### src/rtl/opb_register_simulink2ppc_pkg.sv
// Shared definitions for the Simulink-to-PPC OPB register slave: word indices,
// CTRL bit positions and handshake FSM encoding.
package opb_register_simulink2ppc_pkg;

  localparam logic [1:0] IDX_DATA  = 2'd0;
  localparam logic [1:0] IDX_COUNT = 2'd1;
  localparam logic [1:0] IDX_CTRL  = 2'd2;

  localparam int CTRL_FREEZE = 0;
  localparam int CTRL_NEW    = 1;

  typedef enum logic [1:0] {
    ST_IDLE = 2'd0,
    ST_ACK  = 2'd1,
    ST_HOLD = 2'd2
  } hs_state_e;

endpackage

### src/rtl/opb_register_simulink2ppc_handshake.sv
// OPB slave handshake: address window decode, IDLE/ACK/HOLD FSM and a
// single-cycle transfer acknowledge.
module opb_slave_handshake
  import opb_register_simulink2ppc_pkg::*;
#(
  parameter logic [31:0] C_BASEADDR = 32'h0000_0000,
  parameter logic [31:0] C_HIGHADDR = 32'h0000_00FF
) (
  input  logic        clk,
  input  logic        rst,
  input  logic        select,
  input  logic [31:0] addr,
  output logic        ack,
  output logic [1:0]  idx
);

  hs_state_e   state_q, state_d;
  logic [32:0] lo_diff, hi_diff;
  logic        hit;
  logic        unused_bits;

  // Window bounds via borrow bits so a zero base does not fold to a constant compare.
  assign lo_diff     = {1'b0, addr} - {1'b0, C_BASEADDR};
  assign hi_diff     = {1'b0, C_HIGHADDR} - {1'b0, addr};
  assign hit         = select & ~lo_diff[32] & ~hi_diff[32];
  assign idx         = lo_diff[3:2];
  assign unused_bits = ^{lo_diff[31:4], lo_diff[1:0], hi_diff[31:0]};

  always_comb begin
    state_d = state_q;
    case (state_q)
      ST_IDLE: if (hit) state_d = ST_ACK;
      ST_ACK:  state_d = ST_HOLD;
      ST_HOLD: if (!select) state_d = ST_IDLE;
      default: state_d = ST_IDLE;
    endcase
  end

  always_ff @(posedge clk or posedge rst) begin
    if (rst) state_q <= ST_IDLE;
    else     state_q <= state_d;
  end

  assign ack = (state_q == ST_ACK);

endmodule

### src/rtl/opb_register_simulink2ppc.sv
// OPB register slave publishing a fabric value (DATA), capture count (COUNT,
// present only with SIMULINK2PPC_CNT_EN) and FREEZE/NEW control bits.
module opb_register_simulink2ppc
  import opb_register_simulink2ppc_pkg::*;
#(
  parameter logic [31:0] C_BASEADDR   = 32'h0000_0000,
  parameter logic [31:0] C_HIGHADDR   = 32'h0000_00FF,
  parameter int          C_OPB_AWIDTH = 32,
  parameter int          C_OPB_DWIDTH = 32,
  parameter              C_FAMILY     = "virtex5"
) (
  input  logic        OPB_Clk,
  input  logic        OPB_Rst,
  input  logic [0:31] OPB_ABus,
  input  logic [0:3]  OPB_BE,
  input  logic [0:31] OPB_DBus,
  input  logic        OPB_RNW,
  input  logic        OPB_select,
  input  logic        OPB_seqAddr,
  output logic [0:31] Sl_DBus,
  output logic        Sl_xferAck,
  output logic        Sl_errAck,
  output logic        Sl_retry,
  output logic        Sl_toutSup,
  input  logic [31:0] user_data_in,
  input  logic        user_valid
);

  localparam bit FAMILY_SET = (C_FAMILY != "");

  logic [31:0] data_q, data_d;
  logic        freeze_q, freeze_d;
  logic        new_q, new_d;
  logic [31:0] count_rd, rdata;
  logic [1:0]  idx;
  logic        ack, rd_acc, wr_acc, cap;
  logic        unused_ok;

  opb_slave_handshake #(
    .C_BASEADDR (C_BASEADDR),
    .C_HIGHADDR (C_HIGHADDR)
  ) u_hs (
    .clk    (OPB_Clk),
    .rst    (OPB_Rst),
    .select (OPB_select),
    .addr   (OPB_ABus),
    .ack    (ack),
    .idx    (idx)
  );

  assign rd_acc = ack & OPB_RNW;
  assign wr_acc = ack & ~OPB_RNW;
  assign cap    = user_valid & ~freeze_q;

  // OPB is big-endian numbered: OPB_BE[3] and OPB_DBus[31] carry register bits 7:0 / bit 0.
  always_comb begin
    data_d   = data_q;
    freeze_d = freeze_q;
    new_d    = new_q;
    if (rd_acc && idx == IDX_CTRL) new_d = 1'b0;
    if (cap) begin
      data_d = user_data_in;
      new_d  = 1'b1;
    end
    if (wr_acc && idx == IDX_CTRL && OPB_BE[3]) freeze_d = OPB_DBus[31 - CTRL_FREEZE];
  end

  always_ff @(posedge OPB_Clk or posedge OPB_Rst) begin
    if (OPB_Rst) begin
      data_q   <= '0;
      freeze_q <= 1'b0;
      new_q    <= 1'b0;
    end else begin
      data_q   <= data_d;
      freeze_q <= freeze_d;
      new_q    <= new_d;
    end
  end

`ifdef SIMULINK2PPC_CNT_EN
  logic [31:0] count_q, count_d;

  // A clearing write beats a concurrent capture.
  always_comb begin
    count_d = count_q;
    if (wr_acc && idx == IDX_COUNT && (|OPB_BE)) count_d = '0;
    else if (cap)                                count_d = count_q + 32'd1;
  end

  always_ff @(posedge OPB_Clk or posedge OPB_Rst) begin
    if (OPB_Rst) count_q <= '0;
    else         count_q <= count_d;
  end

  assign count_rd = count_q;
`else
  assign count_rd = '0;
`endif

  always_comb begin
    rdata = '0;
    case (idx)
      IDX_DATA:  rdata = data_q;
      IDX_COUNT: rdata = count_rd;
      IDX_CTRL: begin
        rdata[CTRL_FREEZE] = freeze_q;
        rdata[CTRL_NEW]    = new_q;
      end
      default:   rdata = '0;
    endcase
  end

  // Wired-OR bus: drive zeros unless acknowledging a read.
  assign Sl_DBus    = rd_acc ? rdata : '0;
  assign Sl_xferAck = ack;
  assign Sl_errAck  = 1'b0;
  assign Sl_retry   = 1'b0;
  assign Sl_toutSup = 1'b0;

  assign unused_ok = ^{OPB_seqAddr, OPB_DBus[0:30], OPB_BE[0:2], FAMILY_SET,
                       C_OPB_AWIDTH, C_OPB_DWIDTH};

endmodule

### config.mk
export PLATFORM = sky130hd
export DESIGN_NAME = opb_register_simulink2ppc
export DESIGN_NICKNAME = d
export VERILOG_FILES = /design/src/rtl/opb_register_simulink2ppc_pkg.sv /design/src/rtl/opb_register_simulink2ppc_handshake.sv /design/src/rtl/opb_register_simulink2ppc.sv
export SDC_FILE = /design/constraint.sdc
export NUM_CORES = 1
export LEC_CHECK = 0
export CORE_UTILIZATION = 32
export DETAILED_ROUTE_END_ITERATION = 10
export PLACE_DENSITY = 0.8
export RECOVER_POWER = 25
export SLEW_MARGIN = 30
export SYNTH_ARGS = -nofsm -noshare
export SYNTH_HDL_FRONTEND = slang
export SYNTH_SLANG_ARGS = --single-unit
### constraint.sdc
create_clock -name OPB_Clk -period 1.57 [get_ports OPB_Clk]
set_clock_uncertainty 0.15 [all_clocks]
set_input_delay 0.157 -clock OPB_Clk [delete_from_list [all_inputs] [get_ports OPB_Clk]]
set_output_delay 0.157 -clock OPB_Clk [all_outputs]
set_load 0.05 [all_outputs]
==> Word level (Yosys, flattened, before mapping) <==
Cells that the tools add are included.
{ "word_totals": {"in_bits": 106, "ff_bits": 36} }
{ "classes": {"add_sub_neg": 1, "muxes": 8, "eq_ne": 5, "reduce_logical": 7, "n_bitwise": 7} }
{ "op_table": {"columns": ["operator", "count"], "rows": [
  ["subtractor 8 x 32 -> 33 bit, first input constant", 1],
  ["two-way mux 32 bit", 1],
  ["two-way mux 30 bit", 1],
  ["case mux 2 bit (3 select lines)", 1],
  ["bitwise AND 1 bit", 4],
  ["equality test 2 bit, second input constant", 2],
  ["zero test 2 bit", 2],
  ["two-way mux 2 bit", 2],
  ["case mux 2 bit (2 select lines)", 1],
  ["logical AND 1 bit", 3],
  ["NOT 1 bit", 3],
  ["equality test 2 x 1 -> 1 bit, second input constant", 1],
  ["two-way mux 1 bit", 2],
  ["!= test 2 x 1 -> 1 bit, second input constant", 1],
  ["!= test 2 bit, second input constant", 1],
  ["AND reduction 2 bit", 1],
  ["nonzero test 2 bit", 1]
]} }

==> Longest topological paths before layout <==
{ "depth": {"depth_word": 5, "depth_mapped": 4, "ltp_nobuf": 3} }

==> Hierarchy <==
Synthesis repeated with hierarchy kept, for this count alone.
{ "hier_totals": {"cells_unflattened": 139, "area_unflattened_um2": 1751.7} }
{ "by_module_without_submodules": {"columns": ["mod", "seq_area_each_um2", "area_per_inst_um2", "cells_per_inst", "instances"], "rows": [
  ["opb_register_simulink2ppc", 850.8, 1572.8, 121, 1],
  ["opb_slave_handshake", 50.0, 178.9, 18, 1]
]} }

==> Least setup slack after synthesis <==
OpenSTA, ideal clock, no wires.
{ "synth_timing": {"path_kind": "reg2out", "startpoint": "register u_hs.state_q[1]", "endpoint": "output port Sl_DBus[25] (netlist name)", "path_buffers": 1, "arrival_ns": 1.491, "setup_slack_ns": -0.228, "path_stages_with_launch": 5, "path_cell_list": "dfrtp_1 > nand2b_4 > nor4b_4 > clkbuf_2 > and2_1"} }
{ "synth_between": {"elab_chain_cells": 3} }
{ "synth_lines": {"columns": ["element", "line", "rtl"], "rows": [
  ["start: declaration", "opb_register_simulink2ppc_handshake.sv:17", "hs_state_e state_q, state_d;"],
  ["start signal: assignment", "opb_register_simulink2ppc_handshake.sv:41", "else state_q <= state_d;"],
  ["equality test 2 x 1 -> 1 bit", "opb_register_simulink2ppc_handshake.sv:44", "assign ack = (state_q == ST_ACK);"],
  ["bitwise AND 1 bit", "opb_register_simulink2ppc.sv:51", "assign rd_acc = ack & OPB_RNW;"],
  ["two-way mux 32 bit", "opb_register_simulink2ppc.sv:114", "assign Sl_DBus = rd_acc ? rdata : '0;"],
  ["end: declaration", "opb_register_simulink2ppc.sv:20", "output logic [0:31] Sl_DBus,"]
]} }
No other way between the ends.

==> Worst setup path after layout <==
{ "layout_timing": {"startpoint": "register u_hs.state_q[1]", "endpoint": "output port Sl_DBus[30] (netlist name)"} }
The elaborated chain is that of the path after synthesis.

==> out/results.ini <==
[cts]
numCtsBuffers=5
clk_latency_ns=0.27
ctsRootBufferMaster=clkbuf_8
htreeDepth=2
clockBufferDepth=2
clkSlewWorstSetupHoldPaths_ns=0.07
postCtsHoldBufs=0
cts_sinks=36
cts_tree=built

[hold_path]
hp-start=OPB_select
hold_depth=3
hold_end=u_hs.state_q[1]
hold_class=input pin to flip-flop

[global_route]
grt_max_degree=37
overflow=0
grt_pass1_wl_um=6800
antenna_found_initial=0
grt_use_total_pct=16.3
grt_pass1_vias=1475

[yosys]
yosys.area.top_type=dfrtp_1
syn_area_mm2=0.00173
synth_edf_count=0
synthCells=133
yosysMostFrequentCell=dfrtp_1
async_reset_ff_share_pct=100
yosys.area.top_type_share_pct=52.1
yosysWarnings=0
ys_types=23
avgSynthCellArea_um2=13.0
ys_seq_elements=36
ys_seq_area_share_pct=52.1
yosys-top-cells-count=36 x dfrtp_1, 33 x mux2_2, 26 x and2_2
ys_top_cells_by_area=dfrtp_1 52%, mux2_2 22%, and2_2 11%
ys.flop_type=dfrtp_1

[sta]
setup_slack_ns=-0.362
finalHoldViolations=0
fin_crit_ns=1.93
fin_crit_sh_pct=123
drv_slew=0
setup_violations=32
fmax_mhz=518
tightest_slew_ns=0.873
rsz0062_at_grt=true
slew_headroom_pct=41.8

[critical_path]
r2r-start=u_hs.state_q[0]
crit_path_end_kind=primary output
reg2reg_depth=4
rrSetupSlack_ns=0.06
cp_max_fo=9
cp.required_ns=1.26
cp.arrival_ns=1.63
reg2reg_to=freeze_q
path_class=flip-flop to primary output
startpoint_type=flip-flop

[floorplan]
fp.dieH_um=75.5
core_mm2=0.00514
fp.dieW_um=75.5
ios=142
dieArea_mm2=0.00570
rows=26
start_util_pct=33.6

[power]
vdd_drop_max_mv=0.331
leakagePower_nw=1.42
p_total_w=0.00207
power_density_mw_per_mm2=616

[route]
ant_nets=0
vias=1404
dr.pass1.iters=4
drt_iter0_markers=34
drc=0
viasPerCell=4.50
drt-wirelength-per-cell_um=13.4
finalWirelength_um=4190

[final_layout]
nFillCells=409
antenna_cells=0
drive_above_1_share_pct=50.4
multi_input_area_um2=822
nets=348
syn_to_final_growth_pct=94.1
seq_area_um2=901

[outcome]
run_status=complete, but fails checks
violations=negative setup slack

[placement]
dpl.hpwl_um=3330
place_congestion=0.706
dp_slack_ns=-0.286
io_buffers=97

[flow_run]
max-cap-violations=0

[cell usage in the layout (no fill, tap or decap)]
master / n
buf_4: 6
clkbuf_2: 1
clkdlybuf4s50_1: 63
dlygate4sd3_1: 1
clkbuf_8: 7
nand4_1: 1
and2_4: 30
a32o_2: 2
buf_8: 1
nand3_1: 1
nor2b_4: 1
buf_6: 3
a21o_1: 1
and4bb_2: 1
buf_12: 35
nand2_1: 2
nor4b_1: 1
nand3b_1: 2
nand2b_4: 1
dfrtp_1: 36
inv_1: 2
conb_1: 3
nor4_1: 5
mux2_2: 33
nor4b_4: 1
nor3_1: 1
nor2_1: 1
[power by group]
group	switching [W]	total [W]	internal (W)
Clock	0.000296	0.000686	0.000390
Combinational	0.0000995	0.000328	0.000229
Sequential	0.0000424	0.00105	0.00101
Total	0.000438	0.00207	0.00163
[per-stage QoR]
stage	setup TNS (ns)	utilization, %	hold WS (ns)	area (µm²)	instances
after floorplan	-1.92	-	0.152	1790	135
after global placement	-7.79	62.7	0.325	3220	301
after detailed placement	-9.34	62.7	0.328	3220	301
after CTS	-11.56	65.6	0.0922	3370	312
after global routing	-14.22	65.3	0.318	3350	312
final	-11.11	65.3	0.321	3350	312
[area by class of cell]
type	instances	share of cell area [%]
Tap cell	70	2.61
Clock buffer	7	2.87
Timing Repair Buffer	110	42.9
Multi-Input combinational cell	87	24.5
Sequential cell	36	26.9
Inverter	2	0.224
[critical path, stage by stage (launching register included)]
cell	delay (ns)
dfrtp_1	0.38
nand2b_4	0.16
nor4b_4	0.22
buf_4	0.18
buf_8	0.12
a32o_2	0.15
buf_12	0.14
[worst max-delay path by stage]
stage / start / endpoint / slack (ns) / cells after the start
detailed placement: OPB_ABus[28] / Sl_DBus[30] / -0.29 / 5
global placement: OPB_ABus[28] / Sl_DBus[30] / -0.24 / 5
floorplan: u_hs.state_q[1] / Sl_DBus[0] / -0.06 / 4
finish: u_hs.state_q[1] / Sl_DBus[30] / -0.36 / 6
global route: u_hs.state_q[1] / Sl_DBus[31] / -0.47 / 6
CTS: u_hs.state_q[1] / Sl_DBus[30] / -0.38 / 6
[state kept, by name, indices dropped and copies added (netlist names)]
signal	count
u_hs.state_q	2
freeze_q	1
new_q	1
data_q	32
[what timing repair did]
item,in CTS,in global routing
endpoints found under the setup margin,32,33
gates cloned,2,0
pin swaps,16,7
gates resized for setup,7,0
hold endpoints to repair,0,0
buffers inserted,2,0
[layer usage]
metal / vias to the layer above / part of all wire [%] / global-route usage [%]
met5: - / 0 / 0
met4: 0 / 0.72 / 4.73
met3: 4 / 11 / 6.48
met2: 80 / 52 / 29.1
met1: 652 / 37 / 17.8
li1: 668 / - / -
[kinds of logic after synthesis]
kind of cell | Yosys count | synth area share (%)
other cells | 1 | 0.217
compound gates | 3 | 1.59
buf+inv | 12 | 3.77
simple gates | 48 | 20.8
flops | 36 | 52.1
mux | 33 | 21.5
Power figures use the tool's default switching activity.
